### config.mk
export PLATFORM = sky130hd
export DESIGN_NAME = hilo_muldiv_unit
export DESIGN_NICKNAME = d
export VERILOG_FILES = /design/src/rtl/hilo_muldiv_unit.sv
export SDC_FILE = /design/constraint.sdc
export NUM_CORES = 1
export LEC_CHECK = 0
export BUFFER_PORTS_ARGS = -buffer_cell sky130_fd_sc_hd__buf_2
export CAP_MARGIN = 20
export CORE_UTILIZATION = 41
export CTS_CLUSTER_SIZE = 16
export DETAILED_ROUTE_END_ITERATION = 6
export GPL_ROUTABILITY_DRIVEN = 1
export PLACE_DENSITY = 0.68
export SLEW_MARGIN = 15
export SYNTH_ARGS = -nofsm -noshare
export SYNTH_HDL_FRONTEND = slang
export SYNTH_SLANG_ARGS = --single-unit
### constraint.sdc
create_clock -name clk -period 6.13 [get_ports clk]
set_clock_uncertainty 0.15 [all_clocks]
set_input_delay 0.3065 -clock clk [delete_from_list [all_inputs] [get_ports clk]]
set_output_delay 0.3065 -clock clk [all_outputs]
set_load 0.03 [all_outputs]
### src/rtl/hilo_muldiv_unit.sv
// ============================================================================
// Module      : hilo_muldiv_unit
// Description : HI/LO register owner for the EX stage. Iterative 32-step
//               multiply (signed/unsigned) and restoring unsigned divide,
//               plus MTHI/MTLO writes and MFHI/MFLO combinational reads.
// Revision    : 1.0 - initial release
// ============================================================================
`default_nettype none

module hilo_muldiv_unit #(
    parameter int              DATA_W   = 32,
    parameter int              CTRL_W   = 5,
    parameter logic [CTRL_W-1:0] OP_MULT  = 5'h10,
    parameter logic [CTRL_W-1:0] OP_MULTU = 5'h11,
    parameter logic [CTRL_W-1:0] OP_DIVU  = 5'h12,
    parameter logic [CTRL_W-1:0] OP_MTHI  = 5'h13,
    parameter logic [CTRL_W-1:0] OP_MTLO  = 5'h14,
    parameter logic [CTRL_W-1:0] OP_MFHI  = 5'h15,
    parameter logic [CTRL_W-1:0] OP_MFLO  = 5'h16
) (
    input  logic              clk,
    input  logic              rst_n,
    input  logic              start,
    input  logic [CTRL_W-1:0] alu_control,
    input  logic [DATA_W-1:0] src_a,
    input  logic [DATA_W-1:0] src_b,
    input  logic              flush,
    output logic              busy,
    output logic              done,
    output logic [DATA_W-1:0] hi,
    output logic [DATA_W-1:0] lo,
    output logic [DATA_W-1:0] hilo_rdata
);

    localparam logic [5:0] c_LAST_STEP = 6'(DATA_W - 1);

    typedef enum logic [1:0] {
        S_IDLE = 2'd0,
        S_MUL  = 2'd1,
        S_DIV  = 2'd2
    } state_t;

    state_t              r_state;
    logic [5:0]          r_count;
    logic                r_busy;
    logic                r_done;
    logic [DATA_W-1:0]   r_hi;
    logic [DATA_W-1:0]   r_lo;
    logic                r_neg;
    logic [DATA_W-1:0]   r_mcand;
    logic [2*DATA_W-1:0] r_prod;
    logic [DATA_W-1:0]   r_rem;
    logic [DATA_W-1:0]   r_quot;
    logic [DATA_W-1:0]   r_divisor;

    logic                w_is_mult;
    logic                w_is_mul_any;
    logic [DATA_W-1:0]   w_mag_a;
    logic [DATA_W-1:0]   w_mag_b;
    logic [DATA_W:0]     w_mul_sum;
    logic [2*DATA_W-1:0] w_prod_next;
    logic [2*DATA_W-1:0] w_prod_final;
    logic [DATA_W:0]     w_div_shift;
    logic                w_div_ok;
    logic [DATA_W-1:0]   w_rem_next;
    logic [DATA_W-1:0]   w_quot_next;

    assign w_is_mult    = (alu_control == OP_MULT);
    assign w_is_mul_any = w_is_mult || (alu_control == OP_MULTU);

    // Negating 0x80000000 wraps to itself, which is its correct unsigned magnitude.
    assign w_mag_a = (w_is_mult && src_a[DATA_W-1]) ? (~src_a + 1'b1) : src_a;
    assign w_mag_b = (w_is_mult && src_b[DATA_W-1]) ? (~src_b + 1'b1) : src_b;

    // Shift-add: upper half accumulates, multiplier drains out of the lower half.
    assign w_mul_sum    = {1'b0, r_prod[2*DATA_W-1:DATA_W]}
                        + (r_prod[0] ? {1'b0, r_mcand} : {(DATA_W+1){1'b0}});
    assign w_prod_next  = {w_mul_sum, r_prod[DATA_W-1:1]};
    assign w_prod_final = r_neg ? (~w_prod_next + 1'b1) : w_prod_next;

    // Restoring divide step; a kept remainder is always below the divisor.
    assign w_div_shift = {r_rem, r_quot[DATA_W-1]};
    assign w_div_ok    = (w_div_shift >= {1'b0, r_divisor});
    assign w_rem_next  = w_div_ok ? (w_div_shift[DATA_W-1:0] - r_divisor)
                                  : w_div_shift[DATA_W-1:0];
    assign w_quot_next = {r_quot[DATA_W-2:0], w_div_ok};

    always_ff @(posedge clk or negedge rst_n) begin
        if (!rst_n) begin
            r_state   <= S_IDLE;
            r_count   <= 6'd0;
            r_busy    <= 1'b0;
            r_done    <= 1'b0;
            r_hi      <= '0;
            r_lo      <= '0;
            r_neg     <= 1'b0;
            r_mcand   <= '0;
            r_prod    <= '0;
            r_rem     <= '0;
            r_quot    <= '0;
            r_divisor <= '0;
        end else begin
            r_done <= 1'b0;
            if (flush) begin
                r_state <= S_IDLE;
                r_busy  <= 1'b0;
                r_count <= 6'd0;
            end else begin
                case (r_state)
                    S_IDLE: begin
                        if (start) begin
                            if (w_is_mul_any) begin
                                r_mcand <= w_mag_a;
                                r_prod  <= {{DATA_W{1'b0}}, w_mag_b};
                                r_neg   <= w_is_mult && (src_a[DATA_W-1] ^ src_b[DATA_W-1]);
                                r_count <= 6'd0;
                                r_busy  <= 1'b1;
                                r_state <= S_MUL;
                            end else if (alu_control == OP_DIVU) begin
                                if (src_b == '0) begin
                                    r_hi   <= src_a;
                                    r_lo   <= '1;
                                    r_done <= 1'b1;
                                end else begin
                                    r_rem     <= '0;
                                    r_quot    <= src_a;
                                    r_divisor <= src_b;
                                    r_count   <= 6'd0;
                                    r_busy    <= 1'b1;
                                    r_state   <= S_DIV;
                                end
                            end else if (alu_control == OP_MTHI) begin
                                r_hi   <= src_a;
                                r_done <= 1'b1;
                            end else if (alu_control == OP_MTLO) begin
                                r_lo   <= src_a;
                                r_done <= 1'b1;
                            end
                        end
                    end
                    S_MUL: begin
                        r_prod <= w_prod_next;
                        if (r_count == c_LAST_STEP) begin
                            {r_hi, r_lo} <= w_prod_final;
                            r_count      <= 6'd0;
                            r_busy       <= 1'b0;
                            r_done       <= 1'b1;
                            r_state      <= S_IDLE;
                        end else begin
                            r_count <= r_count + 6'd1;
                        end
                    end
                    S_DIV: begin
                        r_rem  <= w_rem_next;
                        r_quot <= w_quot_next;
                        if (r_count == c_LAST_STEP) begin
                            r_hi    <= w_rem_next;
                            r_lo    <= w_quot_next;
                            r_count <= 6'd0;
                            r_busy  <= 1'b0;
                            r_done  <= 1'b1;
                            r_state <= S_IDLE;
                        end else begin
                            r_count <= r_count + 6'd1;
                        end
                    end
                    default: begin
                        r_state <= S_IDLE;
                        r_busy  <= 1'b0;
                        r_count <= 6'd0;
                    end
                endcase
            end
        end
    end

    always_comb begin
        hilo_rdata = '0;
        if (alu_control == OP_MFHI) begin
            hilo_rdata = r_hi;
        end else if (alu_control == OP_MFLO) begin
            hilo_rdata = r_lo;
        end
    end

    assign busy = r_busy;
    assign done = r_done;
    assign hi   = r_hi;
    assign lo   = r_lo;

endmodule

`default_nettype wire

After elaboration in Yosys (flattened, before gate mapping) --
Index checks and enable logic that the tools add are counted.
Storage, ports and cells: flip-flop bits (word level) 267, input port bits 73, output and inout bits 98, word-level logic and storage cells 136
Operators by class: $add $sub $neg 6, $lt $le $gt $ge 1, equality and inequality tests 25, multiplexer cells 67, bitwise logic cells 7, reduce and logical (&&, ||, !) cells 18
Operators by type and width (number):
- two-way mux 32 bit | 29
- two-way mux 64 bit | 3
- one-hot mux 32 bit (3 select lines) | 2
- one-hot mux 32 bit (2 select lines) | 2
- one-hot mux 64 bit (2 select lines) | 1
- adder 32 x 1 -> 32 bit, second input constant | 2
- adder 64 x 1 -> 64 bit, second input constant | 1
- inverter 32 bit | 2
- inverter 64 bit | 1
- two-way mux 6 bit | 6
- equality test 5 bit, second input constant | 7
- adder 32 x 32 -> 33 bit | 1
- >= comparator 33 x 32 -> 1 bit | 1
- zero test 32 bit | 1
- subtractor 32 bit | 1
- != test 3 bit, second input constant | 5
- two-way mux 1 bit | 14
- != test 2 bit, second input constant | 7
- two-way mux 2 bit | 6
- one-hot mux 6 bit (2 select lines) | 1
- AND reduction 4 bit | 3
- AND reduction 6 bit | 2
- AND reduction 9 bit | 1
- != test 4 bit, second input constant | 2
- 17 further kinds | 23

Logic depth before layout (Yosys ltp) --
Gate-level depths: netlist (run 1).
depth in word-level cells 8, gate-level depth with buffers 17, mapped depth without buffers 15

Worst setup path before layout (run 1) --
Ideal clock, no wire load.
path kind register -> register, from register r_prod[0], to register r_hi[31] (netlist: hi[31]), setup time 0.135 ns, arrival 4.261 ns, data required time 5.845 ns, slack 1.584 ns, cell stages (with the launch flop) 18, path buffers 2, period minus slack after synthesis 4.546 ns, cells stage by stage dfrtp_1 > clkbuf_1 > and2_1 > ha_1 > inv_1 > fa_1 > nand2b_1 > a21oi_1 > o211ai_1 > o211a_1 > o41ai_1 > xor2_1 > or4b_1 > buf_2 > or4_1 > o31a_1 > mux2i_1 > a31oi_1
Between the ends: word-level cells in the longest chain between the ends 7
Ends and longest elaborated chain:
- start, declared | RTL line 51 | logic [2*DATA_W-1:0] r_prod;
- start signal, assigned | RTL line 114 | r_prod <= {{DATA_W{1'b0}}, w_mag_b};
- start signal, assigned | RTL line 142 | r_prod <= w_prod_next;
- two-way mux 32 bit * | RTL line 77 | + (r_prod[0] ? {1'b0, r_mcand} : {(DATA_W+1){1'b0}});
- adder 32 x 32 -> 33 bit * | RTL line 77
- inverter 64 bit | RTL line 79 | assign w_prod_final = r_neg ? (~w_prod_next + 1'b1) : w_prod_next;
- adder 64 x 1 -> 64 bit | RTL line 79
- two-way mux 64 bit * | RTL line 79
- two-way mux 32 bit * | RTL line 143 | if (r_count == c_LAST_STEP) begin
- one-hot mux 32 bit (3 select lines) * | RTL line 109 | case (r_state)
- end signal, assigned | RTL line 121 | r_hi <= src_a;
- end signal, assigned | RTL line 144 | {r_hi, r_lo} <= w_prod_final;
- end signal, assigned | RTL line 157 | r_hi <= w_rem_next;
- end, declared | RTL line 47 | logic [DATA_W-1:0] r_hi;
Every way passes the cells marked *; elsewhere a longest branch is shown, timed or not. The select of a mux whose other input is x is not followed. A chain may end at the register's enable or synchronous reset.

Worst setup path after layout (run 1) --
from register r_prod[0], to register r_hi[30] (netlist: hi[30])
Same word-level chain as after synthesis.

==> results.cfg, run 1 <==
[sta]
rsz0062_at_grt = no
maxSlewHeadroom_pct = 30.7
fmax_mhz = 194
min_period_ns = 5.16
period_share_pct = 84.1
worst_pin_slew_ns = 1.04
finalHoldViolations = 0
finalSetupTns_ns = 0
drv_slew = 0
finalSetupViolations = 0

[job]
maxCapViolCount = 0

[layout]
n_fill_cell = 4397
multi_input_area_sq_um = 11500
instances_no_fill = 3077
area_delta_synth_final_pct = 16.4
ff_latch_area_sq_um = 6680
final_net_count = 2599
layout-drive-gt1-share_pct = 12.6

[route]
avgRoutedWirePerCell_um = 21.9
drtPass1Iterations = 6
routed_wl_um = 67500
ant_nets = 0
via_count = 18600
drc = 0
vias_per_cell = 6.04
drt_iter0_drc = 1921

[clocking]
cts.htree.levels = 1
cts-buffers-inserted = 31
cts.path.max_buffers = 3
cts.clk_slew.worst_paths_ns = 0.07
cts_resized = 0
cts_root_buf = clkbuf_16
clk-insertion-delay-late_ns = 0.61
cts_tree = built
clock_sinks = 267

[power_and_ir_drop]
p_int_mw = 4.98
comb_power_share_pct = 45.7
p_clk_share_pct = 21.6
net-switching-power_mw = 4.23
seq_power_share_pct = 32.7
swShare_pct = 46.0
power-per-cell-area_nw_per_um2 = 417
leakagePower_nw = 9.90
ir_drop_uv = 288

[placed_design]
portBuffers = 170
gp_congestion = 0.972
hpwl_um = 49900
placedCellCount = 2952

[worst_setup_path]
setup.worst_path.class = reg -> reg
end_kind = register
critPathRequiredTime_ns = 6.50
critPathLaunchType = register
r2r-start = r_prod[0]$_DFFE_PN0P_
critPathArrivalTime_ns = 5.53
reg2regPathDepth = 16
r2r-end = hi[30]$_DFFE_PN0P_
ff2ff_setup_slack_ns = 0.97
crit_path_max_fanout = 33

[logic_synthesis]
synthArstFlopShare_pct = 100
synth_top_area_cell = dfrtp_1
yosys-top-cells-area = dfrtp_1, o21ai_0, nand2_1, xnor2_1, ha_1
synth.distinct_cells = 82
synth_top_area_share_pct = 35.2
synth_edf_count = 0
syn_area_sq_um = 19000
ys_ff_latch = 267
ys_seq_area_share_pct = 35.2
ys_warn_count = 0
synth_fp_nets = 2443
syn_inst = 2296
postSynthAreaPerCell_sq_um = 8.26
synth_ff_type = dfrtp_1

[floorplan]
core-area_sq_um = 45500
num_io_pins = 171
die_area_sq_um = 47100
die_h_um = 217
die_w_um = 217
start_util_pct = 41.7
num_rows = 78

[hold_path]
worstHoldEndpoint = r_quot[13]$_DFFE_PN0P_
hold_start = src_a[13]
hold_path.class = in -> reg
holdPathStages = 3

[global_route]
grt_max_degree = 107
grt_pass1_wl_um = 103000
track_usage_pct = 28.2
antenna_found_initial = 4
grt_overflow_total = 0
grt_pass1_vias = 17200

[status]
outcome = finished, final reports clean
## cell usage in the layout, fill, tap and decap left out, types with 7 or more instances in the layout
cell type        n
nand2_1        312
a22oi_1          9
nor4_1          11
dfrtp_1        266
a22o_1          61
a221o_1         18
and3_1          12
and2_1          42
o31ai_1         48
clkbuf_16       31
nand3_1         31
or3_1           25
nor2b_1         11
dlygate4sd3_1   67
o21ai_1          7
inv_1           72
o41ai_1         16
a211oi_1        25
o221ai_1         8
a221oi_1        26
a21boi_0         7
xor2_1          49
ha_1            69
clkinv_2        10
a21oi_1        173
xnor2_1        115
nand2b_1        19
o21ai_0        240
nor2_1         177
nand4_1         18
nor3_1          30
or4_1           12
o211ai_1        11
mux2_2          16
a31oi_1         11
buf_4           28
buf_2          169
a21o_1          52
mux2i_1         43
## synthesized netlist by cell type, drive strengths merged, types with 6 or more instances
cell type / number
or2: 7
inv: 73
nor2: 179
o31ai: 48
xor2: 49
nor3: 32
mux2: 16
nand2b: 20
nor3b: 8
and3: 12
mux2i: 43
and2: 44
nor2b: 11
o21a: 6
nand2: 312
a211oi: 26
xnor2: 115
a21boi: 10
clkbuf: 122
nor4: 14
o21ai: 250
a22o: 61
nand3: 31
or4: 15
or3: 25
o41ai: 17
o211ai: 11
a31oi: 11
ha: 72
a21oi: 175
nand4: 19
a221o: 18
dfrtp: 267
a21o: 53
a22oi: 9
o221ai: 10
buf: 21
a221oi: 26
o21bai: 6
## power by group through the flow
stage          Clock, mW  Combinational (mW)  Sequential (mW)
2_1_floorplan          0                2.56             3.14
3_3_place_gp           0                4.03             2.98
3_5_place_dp           0                4.09             3.01
4_1_cts             2.00                4.14             2.98
5_1_grt             2.08                4.53             3.06
6_report            1.99                4.21             3.02
## layout make-up
| class | count | share of cell area [%] |
|---|---|---|
| Multi-Input combinational cell | 1811 | 52.3 |
| Sequential cell | 267 | 30.3 |
| Timing Repair Buffer | 266 | 7.97 |
| Clock buffer | 36 | 3.64 |
| Tap cell | 600 | 3.40 |
| Inverter | 75 | 1.27 |
| Clock inverter | 21 | 1.19 |
| Antenna cell | 1 | 0.0113 |
## worst max-delay path by stage
stage | startpoint | endpoint | slack (ns) | cells past startpoint
2_1_floorplan | r_prod[0]$_DFFE_PN0P_ | hi[31]$_DFFE_PN0P_ | 1.58 | 17
3_3_place_gp | r_prod[0]$_DFFE_PN0P_ | hi[30]$_DFFE_PN0P_ | 1.10 | 16
3_5_place_dp | r_prod[0]$_DFFE_PN0P_ | hi[30]$_DFFE_PN0P_ | 1.0 | 16
4_1_cts | r_prod[0]$_DFFE_PN0P_ | hi[30]$_DFFE_PN0P_ | 0.99 | 16
5_1_grt | r_prod[0]$_DFFE_PN0P_ | hi[30]$_DFFE_PN0P_ | 0.63 | 16
6_report | r_prod[0]$_DFFE_PN0P_ | hi[30]$_DFFE_PN0P_ | 0.97 | 16
## stage by stage
stage                     cell area [sq um]  worst slack (ns)  utilization, %  hold WS [ns]  power (mW)
after detailed placement              20300              1.00            44.7         0.287        7.10
after floorplan                       19000              1.58               -        -0.139        5.70
after global routing                  22100             0.628            48.6        0.0277        9.68
after global placement                20300              1.10            44.7         0.279        7.01
after CTS                             22100             0.994            48.5       0.00241        9.13
final                                 22100             0.972            48.6        0.0157        9.21
## kinds of logic after synthesis
logic type	Yosys count	share of synthesized area, %
AO/OA/AOI/OAI	772	26.4
AND/OR/NAND/NOR	742	18.2
flip-flops	267	35.2
buffers and inverters	218	4.40
XOR/XNOR	164	7.57
adder cells (fa/ha/maj)	74	4.96
multiplexers	59	3.22
## timing repair
item | CTS | global route
setup buffers | 0 | 0
hold endpoints to repair | 208 | 0
hold buffers | 67 | 0
## critical path: stages, from the launching register on
cell,delay [ns]
dfrtp_1,0.32
buf_4,0.28
and2_1,0.19
ha_1,0.22
inv_1,0.07
fa_1,0.40
nand2b_1,0.23
a21oi_1,0.30
o211ai_1,0.16
o211a_1,0.31
o41ai_1,0.33
xor2_1,0.21
or4b_1,0.71
or4_1,0.59
o31a_1,0.25
and4b_1,0.18
o31ai_1,0.19
## per-layer routing
metal | routed length [um] | global-route usage (%) | share of wire [%] | up-vias
li1 | - | - | - | 8595
met1 | 28600 | 39.0 | 42 | 8982
met2 | 30000 | 43.5 | 44 | 889
met3 | 6680 | 6.29 | 9.9 | 118
met4 | 2240 | 8.83 | 3.3 | 4
met5 | 27 | 0 | 0.040 | -
## state kept, by name, indices dropped and copies added (netlist names)
signal / cells
busy: 1
r_mcand: 32
r_quot: 32
r_prod: 64
lo: 32
r_rem: 32
done: 1
r_divisor: 32
r_state: 2
hi: 32
r_neg: 1
r_count: 6
Note: power is estimated with default switching activity, not from simulation.
==> run 2, diff against run 1 <==
--- a/config.mk
+++ b/config.mk
@@ -11,7 +11,7 @@
 export CTS_CLUSTER_SIZE = 16
 export DETAILED_ROUTE_END_ITERATION = 6
 export GPL_ROUTABILITY_DRIVEN = 1
-export PLACE_DENSITY = 0.68
+export PLACE_DENSITY = 0.7
 export SLEW_MARGIN = 15
 export SYNTH_ARGS = -nofsm -noshare
 export SYNTH_HDL_FRONTEND = slang
==> constraint.sdc (replaced) <==
create_clock -name clk -period 4.21 [get_ports clk]
set_clock_uncertainty 0.15 [all_clocks]
set_input_delay 0.2105 -clock clk [delete_from_list [all_inputs] [get_ports clk]]
set_output_delay 0.2105 -clock clk [all_outputs]
set_load 0.03 [all_outputs]
==> results.cfg, run 2 (synthesis gave the netlist of run 1 again) <==
[power_and_ir_drop]
leakagePower_nw = 11.1
swShare_pct = 45.0
seq_power_share_pct = 30.2
power-per-cell-area_nw_per_um2 = 591
p_clk_share_pct = 19.0
net-switching-power_mw = 6.52
ir_drop_uv = 434
comb_power_share_pct = 50.8
p_int_mw = 7.96
power_mw = 14.5

[route]
avgRoutedWirePerCell_um = 21.8
drtPass1Iterations = 7
via_count = 19900
vias_per_cell = 6.03
drc = 3
drt_iter0_drc = 2285
ant_nets = 0
routed_wl_um = 71600

[global_route]
grt_max_degree = 96
grt_pass1_wl_um = 107000
grt_overflow_total = 0
grt_pass1_vias = 18500
antenna_found_initial = 2
track_usage_pct = 29.1

[floorplan]
num_io_pins = 171
core-area_sq_um = 45500
die_h_um = 217
die_area_sq_um = 47100
start_util_pct = 41.7
num_rows = 78
die_w_um = 217

[worst_setup_path]
path_delay_family = simple AND/OR/NAND/NOR gates
r2r-start = r_prod[0]$_DFFE_PN0P_
setup.worst_path.class = reg -> reg
crit_start = r_prod[0]$_DFFE_PN0P_
crit_path_max_fanout = 6
critPathRequiredTime_ns = 4.56
crit_top_cell = a21oi_2
end_kind = register
path_depth = 15
slowest_stage = or4b_4
critPathLaunchType = register
critPathArrivalTime_ns = 4.57
path_buf_inv = 2
slowest_delay_ns = 0.53
reg2regPathDepth = 15
crit_path_cell_trace = buf_6 -> and2_1 -> ha_1 -> buf_4 -> a21oi_2 -> o21ai_2 -> a21oi_2 -> o31ai_2 -> xor2_1 -> a2111oi_4 -> or4b_4 -> or4_4 -> o31a_1 -> and4b_1 -> o31ai_1
ff2ff_setup_slack_ns = -0.005

[clocking]
cts_tree = built
cts.path.max_buffers = 3
cts_root_buf = clkbuf_16
cts.htree.levels = 1
clk-insertion-delay-late_ns = 0.60
cts.clk_slew.worst_paths_ns = 0.06
cts-buffers-inserted = 30
clock_sinks = 267

[layout]
final_cell_mix = nand2_1, dfrtp_1, o21ai_0
area_delta_synth_final_pct = 29.1
regMostFlops = r_prod
final_cell_area_sq_um = 24500
final_net_count = 2816
layout-drive-gt1-share_pct = 23.5
instances_no_fill = 3292
final_common_cell = nand2_1
largest_reg_flops = 64

[status]
violations = DRC, setup timing
outcome = finished with violations

[job]
maxCapViolCount = 0

[sta]
fmax_mhz = 237
holdWs_ns = 0.0774
setup_slack_ns = -0.00465
finalHoldViolations = 0
finalSetupTns_ns = -0.00465
finalSetupViolations = 1
maxSlewHeadroom_pct = 33.6
period_share_pct = 100
rsz0062_at_grt = yes
drv_slew = 0
worst_pin_slew_ns = 0.996
min_period_ns = 4.21

[placed_design]
placed_area_sq_um = 21900
hpwl_um = 53300
placedCellCount = 3145
portBuffers = 170
gp_congestion = 0.969

[hold_path]
hold_path.class = in -> async
-- run 2: cell count changes in the layout (fill, tap and decap cells not counted), moves of 7 or more --
| cell | previous run | this run |
|---|---|---|
| a21oi_2 | 2 | 21 |
| ha_1 | 69 | 50 |
| ha_4 | 2 | 19 |
| a21oi_1 | 173 | 151 |
| buf_4 | 28 | 231 |
| o21ai_2 | 2 | 9 |
-- run 2: final cells by class --
| cell class | instances | area (sq um) |
|---|---|---|
| fillers | 4143 | 21000 |
| clock inverters | 11 | 146 |
| multi-input cells | 1812 | 12300 |
| well taps | 600 | 751 |
| flip-flops and latches | 267 | 6680 |
| repair buffers | 483 | 3470 |
| inverters | 75 | 282 |
| clock buffers | 43 | 870 |
| diodes | 1 | 2.50 |
-- run 2: final timing paths --
kind / endpoint
worst max register to register: hi[30]$_DFFE_PN0P_
max in group asynchronous: r_prod[0]$_DFFE_PN0P_
worst min-delay path: r_divisor[3]$_DFFE_PN0P_
min in group clk: r_count[1]$_DFFE_PN0P_
worst min register to register: r_prod[62]$_DFFE_PN0P_
worst max-delay path: hi[30]$_DFFE_PN0P_
-- run 2: power by group through the flow --
stage	registers (mW)	clock network (mW)	logic, mW
finish	4.38	2.76	7.35
CTS	4.30	2.77	6.85
global placement	4.29	0	6.56
detailed placement	4.34	0	6.67
global route	4.44	2.86	7.87
floorplan	4.57	0	3.76
-- run 2: repair_timing --
action                     4_1_cts  5_1_grt
gates resized for setup         44       97
setup buffers                    7       13
setup endpoints to repair       14       50
hold endpoints to repair       229        0
hold buffers                    70        0
cloned                           0        2
pin swaps                       11       44
-- run 2: metal layers --
metal  GRT usage (%)  up-vias  wire length, um
li1                -     9014                -
met1            39.6     9642            30000
met2            46.7     1024            32400
met3            4.99      168             6490
met4            9.81        2             2770
met5               0        -               13
-- run 2: metrics by stage --
stage,util (%),worst slack [ns]
global route,53.9,-0.138
finish,53.9,-0.00465
floorplan,-,-0.0887
detailed placement,48.1,-0.226
global placement,48.1,-0.144
CTS,52.4,-0.0194
-- run 2: worst register-to-register path, delay by kind of cell (launching register included) --
kind	cells	cell delay (ns)
AOI/OAI and AO/OA	7	1.31
xor gates and xnor gates	1	0.20
adders and majority gates	1	0.32
buffers and inverters	2	0.31
DFF	1	0.46
and+or+nand+nor	4	1.38
